<file path="config.mk">
export PLATFORM = sky130hd
export DESIGN_NAME = instr_fetch
export DESIGN_NICKNAME = d
export VERILOG_FILES = /design/src/rtl/instr_fetch_pkg.sv /design/src/rtl/instr_fetch_op_len_rom.sv /design/src/rtl/instr_fetch.sv
export SDC_FILE = /design/constraint.sdc
export NUM_CORES = 1
export LEC_CHECK = 0
export ABC_AREA = 1
export CORE_MARGIN = 2
export CORE_UTILIZATION = 45
export CTS_BUF_LIST = sky130_fd_sc_hd__clkbuf_8
export DETAILED_ROUTE_END_ITERATION = 16
export PLACE_DENSITY_LB_ADDON = 0.05
export SYNTH_ARGS = -nofsm -noshare
export SYNTH_HDL_FRONTEND = slang
export SYNTH_SLANG_ARGS = --single-unit
</file>
<file path="constraint.sdc">
create_clock -name clk -period 6.4 [get_ports clk]
set_input_delay 1.92 -clock clk [delete_from_list [all_inputs] [get_ports clk]]
set_output_delay 1.92 -clock clk [all_outputs]
set_load 0.01 [all_outputs]
</file>
<file path="src/rtl/instr_fetch_pkg.sv">
// Shared types, FSM encoding and the unprefixed Game Boy immediate-length
// table used by the gb2 instruction fetch stage.
package instr_fetch_pkg;

    typedef logic [7:0]  r8_t;
    typedef logic [15:0] r16_t;

    typedef enum logic [2:0] {
        IDLE,
        OPCODE,
        CB,
        IMM_LO,
        IMM_HI,
        HOLD
    } fetch_state_t;

    localparam r8_t CB_PREFIX_DEFAULT = 8'hCB;

    // Number of immediate bytes that follow an unprefixed opcode. The CB
    // prefix itself reports 0 here; the fetch FSM routes it to its own page.
    function automatic logic [1:0] op_imm_len(input r8_t op);
        case (op)
            // d16 / a16 operands: LD rr,d16, LD (a16),SP, JP, CALL, LD (a16)/A
            8'h01, 8'h11, 8'h21, 8'h31,
            8'h08,
            8'hC2, 8'hC3, 8'hCA, 8'hD2, 8'hDA,
            8'hC4, 8'hCC, 8'hCD, 8'hD4, 8'hDC,
            8'hEA, 8'hFA:
                op_imm_len = 2'd2;
            // d8 / r8 / a8 operands: LD r,d8, STOP, JR, ALU d8, LDH, SP offsets
            8'h06, 8'h0E, 8'h16, 8'h1E, 8'h26, 8'h2E, 8'h36, 8'h3E,
            8'h10,
            8'h18, 8'h20, 8'h28, 8'h30, 8'h38,
            8'hC6, 8'hCE, 8'hD6, 8'hDE, 8'hE6, 8'hEE, 8'hF6, 8'hFE,
            8'hE0, 8'hF0,
            8'hE8, 8'hF8:
                op_imm_len = 2'd1;
            default:
                op_imm_len = 2'd0;
        endcase
    endfunction

endpackage

</file>
<file path="src/rtl/instr_fetch_op_len_rom.sv">
// Combinational immediate-length lookup; kept separate so the opcode table
// can be replaced or exercised on its own.
module op_len_rom
    import instr_fetch_pkg::*;
(
    input  r8_t        op,
    output logic [1:0] imm_len
);

    assign imm_len = op_imm_len(op);

endmodule

</file>
<file path="src/rtl/instr_fetch.sv">
// gb2 instruction fetch stage: reads opcode, optional CB page byte and up to
// two immediates, writes PC/IR to the register file, hands off via valid/ready.
module instr_fetch
    import instr_fetch_pkg::*;
#(
    parameter r8_t CB_PREFIX = CB_PREFIX_DEFAULT
) (
    input  logic        clk,
    input  logic        rst,
    input  logic        fetch_start,
    input  logic        flush,
    input  logic [15:0] r_pc,
    output logic        mem_req,
    output logic [15:0] mem_addr,
    input  logic        mem_ack,
    input  logic [7:0]  mem_rdata,
    output logic        pc_wen,
    output logic [15:0] w_pc,
    output logic        ir_wen,
    output logic [7:0]  w_ir,
    output logic        instr_valid,
    input  logic        instr_ready,
    output logic [7:0]  instr_op,
    output logic        instr_cb,
    output logic [15:0] instr_imm,
    output logic [1:0]  instr_len
);

    fetch_state_t state;
    fetch_state_t state_nxt;

    r16_t       fetch_addr;
    r8_t        op_q;
    logic       cb_q;
    r8_t        imm_lo_q;
    r8_t        imm_hi_q;
    logic [1:0] len_q;
    logic [1:0] imm_len_q;

    logic [1:0] rom_len;
    logic       in_fetch;
    logic       ack_ok;
    logic       start_ok;
    logic       is_prefix;

    op_len_rom u_op_len_rom (
        .op      (mem_rdata),
        .imm_len (rom_len)
    );

    assign in_fetch  = (state == OPCODE) || (state == CB) ||
                       (state == IMM_LO) || (state == IMM_HI);
    // A read completing in a flush cycle is dropped entirely.
    assign ack_ok    = in_fetch && mem_ack && !flush;
    assign start_ok  = !flush && fetch_start &&
                       ((state == IDLE) || ((state == HOLD) && instr_ready));
    assign is_prefix = (mem_rdata == CB_PREFIX);

    always_ff @(posedge clk or posedge rst) begin
        if (rst) begin
            state <= IDLE;
        end else begin
            // NOTE: registers are always written with <= so every flop samples
            // the pre-edge value of its neighbours, independent of block order.
            state <= state_nxt;
        end
    end

    always_comb begin
        // NOTE: every output of this block gets a default first; a path that
        // leaves one unassigned would otherwise infer a latch.
        state_nxt = state;
        pc_wen    = 1'b0;
        w_pc      = 16'h0000;
        ir_wen    = 1'b0;
        w_ir      = 8'h00;

        if (ack_ok) begin
            pc_wen = 1'b1;
            w_pc   = fetch_addr + 16'd1;
        end

        case (state)
            IDLE: begin
                if (start_ok) state_nxt = OPCODE;
            end
            OPCODE: begin
                if (ack_ok) begin
                    if (is_prefix) begin
                        state_nxt = CB;
                    end else begin
                        ir_wen    = 1'b1;
                        w_ir      = mem_rdata;
                        state_nxt = (rom_len != 2'd0) ? IMM_LO : HOLD;
                    end
                end
            end
            CB: begin
                if (ack_ok) begin
                    ir_wen    = 1'b1;
                    w_ir      = mem_rdata;
                    state_nxt = HOLD;
                end
            end
            IMM_LO: begin
                if (ack_ok) state_nxt = (imm_len_q == 2'd2) ? IMM_HI : HOLD;
            end
            IMM_HI: begin
                if (ack_ok) state_nxt = HOLD;
            end
            HOLD: begin
                if (instr_ready) state_nxt = start_ok ? OPCODE : IDLE;
            end
            default: state_nxt = IDLE;
        endcase

        if (flush) state_nxt = IDLE;
    end

    // Holding registers: cleared when a new fetch is launched, filled per ack.
    always_ff @(posedge clk or posedge rst) begin
        if (rst) begin
            fetch_addr <= 16'h0000;
            op_q       <= 8'h00;
            cb_q       <= 1'b0;
            imm_lo_q   <= 8'h00;
            imm_hi_q   <= 8'h00;
            len_q      <= 2'd0;
            imm_len_q  <= 2'd0;
        end else if (start_ok) begin
            fetch_addr <= r_pc;
            cb_q       <= 1'b0;
            imm_lo_q   <= 8'h00;
            imm_hi_q   <= 8'h00;
            len_q      <= 2'd0;
            imm_len_q  <= 2'd0;
        end else if (ack_ok) begin
            fetch_addr <= fetch_addr + 16'd1;
            len_q      <= len_q + 2'd1;
            case (state)
                OPCODE: begin
                    if (!is_prefix) begin
                        op_q      <= mem_rdata;
                        imm_len_q <= rom_len;
                    end
                end
                CB: begin
                    op_q <= mem_rdata;
                    cb_q <= 1'b1;
                end
                IMM_LO:  imm_lo_q <= mem_rdata;
                IMM_HI:  imm_hi_q <= mem_rdata;
                default: ;
            endcase
        end
    end

    assign mem_req     = in_fetch;
    assign mem_addr    = fetch_addr;
    assign instr_valid = (state == HOLD);
    assign instr_op    = op_q;
    assign instr_cb    = cb_q;
    assign instr_imm   = {imm_hi_q, imm_lo_q};
    assign instr_len   = len_q;

endmodule

</file>
==> results.py, run 1 <==
metrics = {
    "yosys": {
        "synth_warnings": 0,
        "synth_top_family_by_area": "simple AND/OR/NAND/NOR gates",
        "ys_seq_elements": 48,
        "synthSimpleGateAreaFrac": 0.3398,
        "synth_compound_area_frac": 0.1175,
        "synthXorXnorAreaFrac": 0.01849,
        "synthAdderAreaFrac": 0.004401,
        "synth_edf_count": 0,
        "async_flop_share": 1.000,
        "syn-cell-area_mm2": 0.002843,
        "synthDistinctLibCells": 31,
        "synth_area_per_cell_um2": 7.308,
        "syn-num-nets": 420,
        "synthFlopType": "dfrtp_1",
        "ys_seq_area_frac": 0.4225,
        "syn_inst": 389,
        "synthMuxAreaShare": 0,
    },
    "clock_tree": {
        "clockBufferDepth": 2,
        "clk_pin_slew_worst_paths_ns": 0.09,
        "insertion_delay_ns": 0.31,
        "cts_tree": "done",
        "post_cts_buffers": 0,
        "clock_tree.root_cell": "clkbuf_8",
        "cts_resized": 0,
        "clock_sinks": 48,
        "cts_hold_buf": 0,
        "cts_max_level": 2,
        "cts_made_buffers": 5,
    },
    "global_route": {
        "overflow": 0,
        "grt_pass1_wl_mm": 12.58,
        "grt_pass1_vias": 2683,
        "antenna_found_initial": 0,
        "grt.total_usage": 0.2179,
        "grt_max_degree": 49,
    },
    "timing": {
        "setup_viol": 0,
        "period_share": 0.9211,
        "tightest_slew_ns": 1.001,
        "fin_tns_setup_ns": 0,
        "fmax_mhz": 169.6,
        "drv_slew": 0,
        "rsz0062_at_grt": "false",
        "fin_crit_ns": 5.895,
        "slew_headroom": 0.3315,
        "clock_skew_ns": 0.003862,
        "hold_violations": 0,
    },
    "layout": {
        "drive_gt1_frac": 0.07975,
        "area_growth_pct": 40.18,
        "regArea_mm2": 0.001201,
        "nNetsFinal": 519,
        "final_cell_mix": "nand2_1, clkdlybuf4s50_1, dfrtp_1",
        "instances_no_fill": 564,
        "fill_cells": 551,
        "diodes": 0,
        "layout_commonest_cell": "nand2_1",
        "multi_input_area_mm2": 0.001365,
    },
    "power_and_ir_drop": {
        "clockPowerShare": 0.137,
        "p_per_area_mw_per_mm2": 397.7,
        "swShare": 0.3980,
        "seqPwrFrac": 0.354,
        "irDropWorstVdd_mv": 0.2262,
        "power_leakage_uw": 0.001953,
        "p_sw_uw": 630.9,
        "intPower_uw": 954.1,
        "combPwrFrac": 0.509,
    },
    "floorplanning": {
        "die_h_um": 83.48,
        "die_area_mm2": 0.006969,
        "die_width_um": 83.48,
        "fp-row-count": 28,
        "coreArea_mm2": 0.006026,
        "ios": 101,
        "initial_core_util": 0.4718,
    },
    "setup_path": {
        "endpoint_kind": "output port",
        "cpMaxStageDelayCell": "clkdlybuf4s50_1",
        "cp.arrival_ns": 3.98,
        "cp_data_required_time_ns": 4.48,
        "crit_path_cell_trace": "clkdlybuf4s50_1, nor2_1, nand2_8, inv_8, nand2_4, nand2_4, inv_2, nor2_1, clkdlybuf4s50_1",
        "worstPathMaxFanout": 15,
        "slowest_delay_ns": 0.53,
        "crit_path_start_kind": "input port",
        "path_class": "input port to output port",
    },
    "hold_path": {
        "min_path_type": "register to register",
    },
    "route": {
        "routed.top_layer": "met4",
        "drtIter0Drc": 134,
        "wl_met2_mm": 3.387,
        "dr_wl_met3_um": 437,
        "drt.antenna.violating_nets": 0,
        "routed_wl_mm": 7.376,
        "vias": 2837,
        "firstDrtPassIters": 4,
        "post-route-drc-count": 0,
        "m1WireLength_mm": 3.466,
        "vias_per_cell": 5.030,
        "post_drt_wl_per_cell_um": 13.08,
    },
    "placed_design": {
        "dp_cells": 556,
        "gp_congestion": 0.8671,
        "dp_hpwl_mm": 5.658,
        "io_buffers": 100,
    },
    "status": {
        "outcome": "finished clean",
    },
    "flow_run": {
        "drv_cap": 0,
    },
}
-- cell type report --
| cell class | instances | share of cell area |
|---|---|---|
| well taps | 75 | 0.02355 |
| multi-input cells | 279 | 0.3425 |
| inverters | 53 | 0.05243 |
| repair buffers | 101 | 0.2531 |
| clock buffers | 5 | 0.01727 |
| flip-flops and latches | 48 | 0.3014 |
| clock inverters | 3 | 0.009733 |
-- layer usage --
layer | global-route usage | up-vias
met5 | 0 | -
met4 | 0.05718 | 0
met3 | 0.04748 | 7
met2 | 0.3431 | 96
met1 | 0.3067 | 1300
li1 | - | 1434
-- worst paths after layout --
check	from	to	slack, ns	depth (start not counted)
min reg2reg	instr_op[0]$_DFFE_PP0P_	instr_op[0]$_DFFE_PP0P_	0.48	2
min in group asynchronous	rst	imm_lo_q[7]$_DFFE_PP0P_	2.17	2
max reg2reg	state[2]$_DFFE_PP0P_	imm_hi_q[7]$_DFFE_PP0P_	4.49	8
max in group asynchronous	rst	mem_addr[12]$_DFFE_PP0P_	3.62	2
min	instr_op[0]$_DFFE_PP0P_	instr_op[0]$_DFFE_PP0P_	0.48	2
max	flush	w_ir[2]	0.50	9
-- through the flow --
step           setup WS (ns)  area (um2)  utilization  total power, uW  hold slack, ns
6_report              0.5049        3985       0.6613             1585          0.4766
5_1_grt               0.3587        3985       0.6613             1706          0.5005
4_1_cts               0.4970        3985       0.6613             1597          0.4846
3_5_place_dp          0.4978        3877       0.6435             1377          0.4644
3_3_place_gp          0.5363        3877       0.6435             1362          0.4652
2_1_floorplan          1.538        2843            -            981.5          0.4782
-- synth_stat cells, types with 2 or more instances --
cell	instances	area, um2
o21ai_2	10	87.58
o21ai_1	10	50.05
inv_2	5	18.77
a21oi_1	5	25.02
nor2_2	2	12.51
dfrtp_1	48	1201
nor2_1	43	161.4
o211ai_1	8	60.06
nand3_1	25	125.1
nand2_4	4	45.04
nand4_1	4	25.02
o21ai_0	10	50.05
buf_6	3	33.78
nand2_1	128	480.5
o221ai_1	2	17.52
buf_4	2	15.01
nand2_2	4	25.02
o21bai_1	3	22.52
nand3b_1	2	15.01
inv_1	46	172.7
xor2_1	6	52.55
nor3_1	8	40.04
buf_2	3	15.01
-- kinds of logic after synthesis --
| kind of cell | count (synthesis) |
|---|---|
| buffers and inverters | 62 |
| DFF | 48 |
| AOI/OAI and AO/OA | 49 |
| xor gates and xnor gates | 6 |
| adders and majority gates | 1 |
| and+or+nand+nor | 223 |
-- power groups by stage --
| stage | Combinational, uW | Sequential (uW) | Clock [uW] |
|---|---|---|---|
| finish | 807 | 561 | 218 |
| global route | 892 | 582 | 233 |
| CTS | 815 | 558 | 223 |
| detailed placement | 813 | 564 | 0 |
| global placement | 800 | 562 | 0 |
| floorplan | 387 | 595 | 0 |
-- registers in the layout, indices dropped and copies added (netlist names) --
| register | cells |
|---|---|
| instr_cb | 1 |
| mem_addr | 16 |
| instr_op | 8 |
| imm_len_q | 2 |
| instr_len | 2 |
| state | 3 |
| imm_lo_q | 8 |
| imm_hi_q | 8 |
-- critical path, delay by kind of cell --
kind | cells | cell delay, ns
buf+inv | 4 | 1.24
simple gates | 5 | 0.80
Power figures use the tool's default switching activity.
==> run 2: changes to the inputs <==
--- a/config.mk
+++ b/config.mk
@@ -11,6 +11,7 @@
 export CTS_BUF_LIST = sky130_fd_sc_hd__clkbuf_8
 export DETAILED_ROUTE_END_ITERATION = 16
 export PLACE_DENSITY_LB_ADDON = 0.05
+export SETUP_SLACK_MARGIN = 0.02
 export SYNTH_ARGS = -nofsm -noshare
 export SYNTH_HDL_FRONTEND = slang
 export SYNTH_SLANG_ARGS = --single-unit
==> results of run 2 <==
No change in the layout: final DEF, timing and power equal those of run 1.
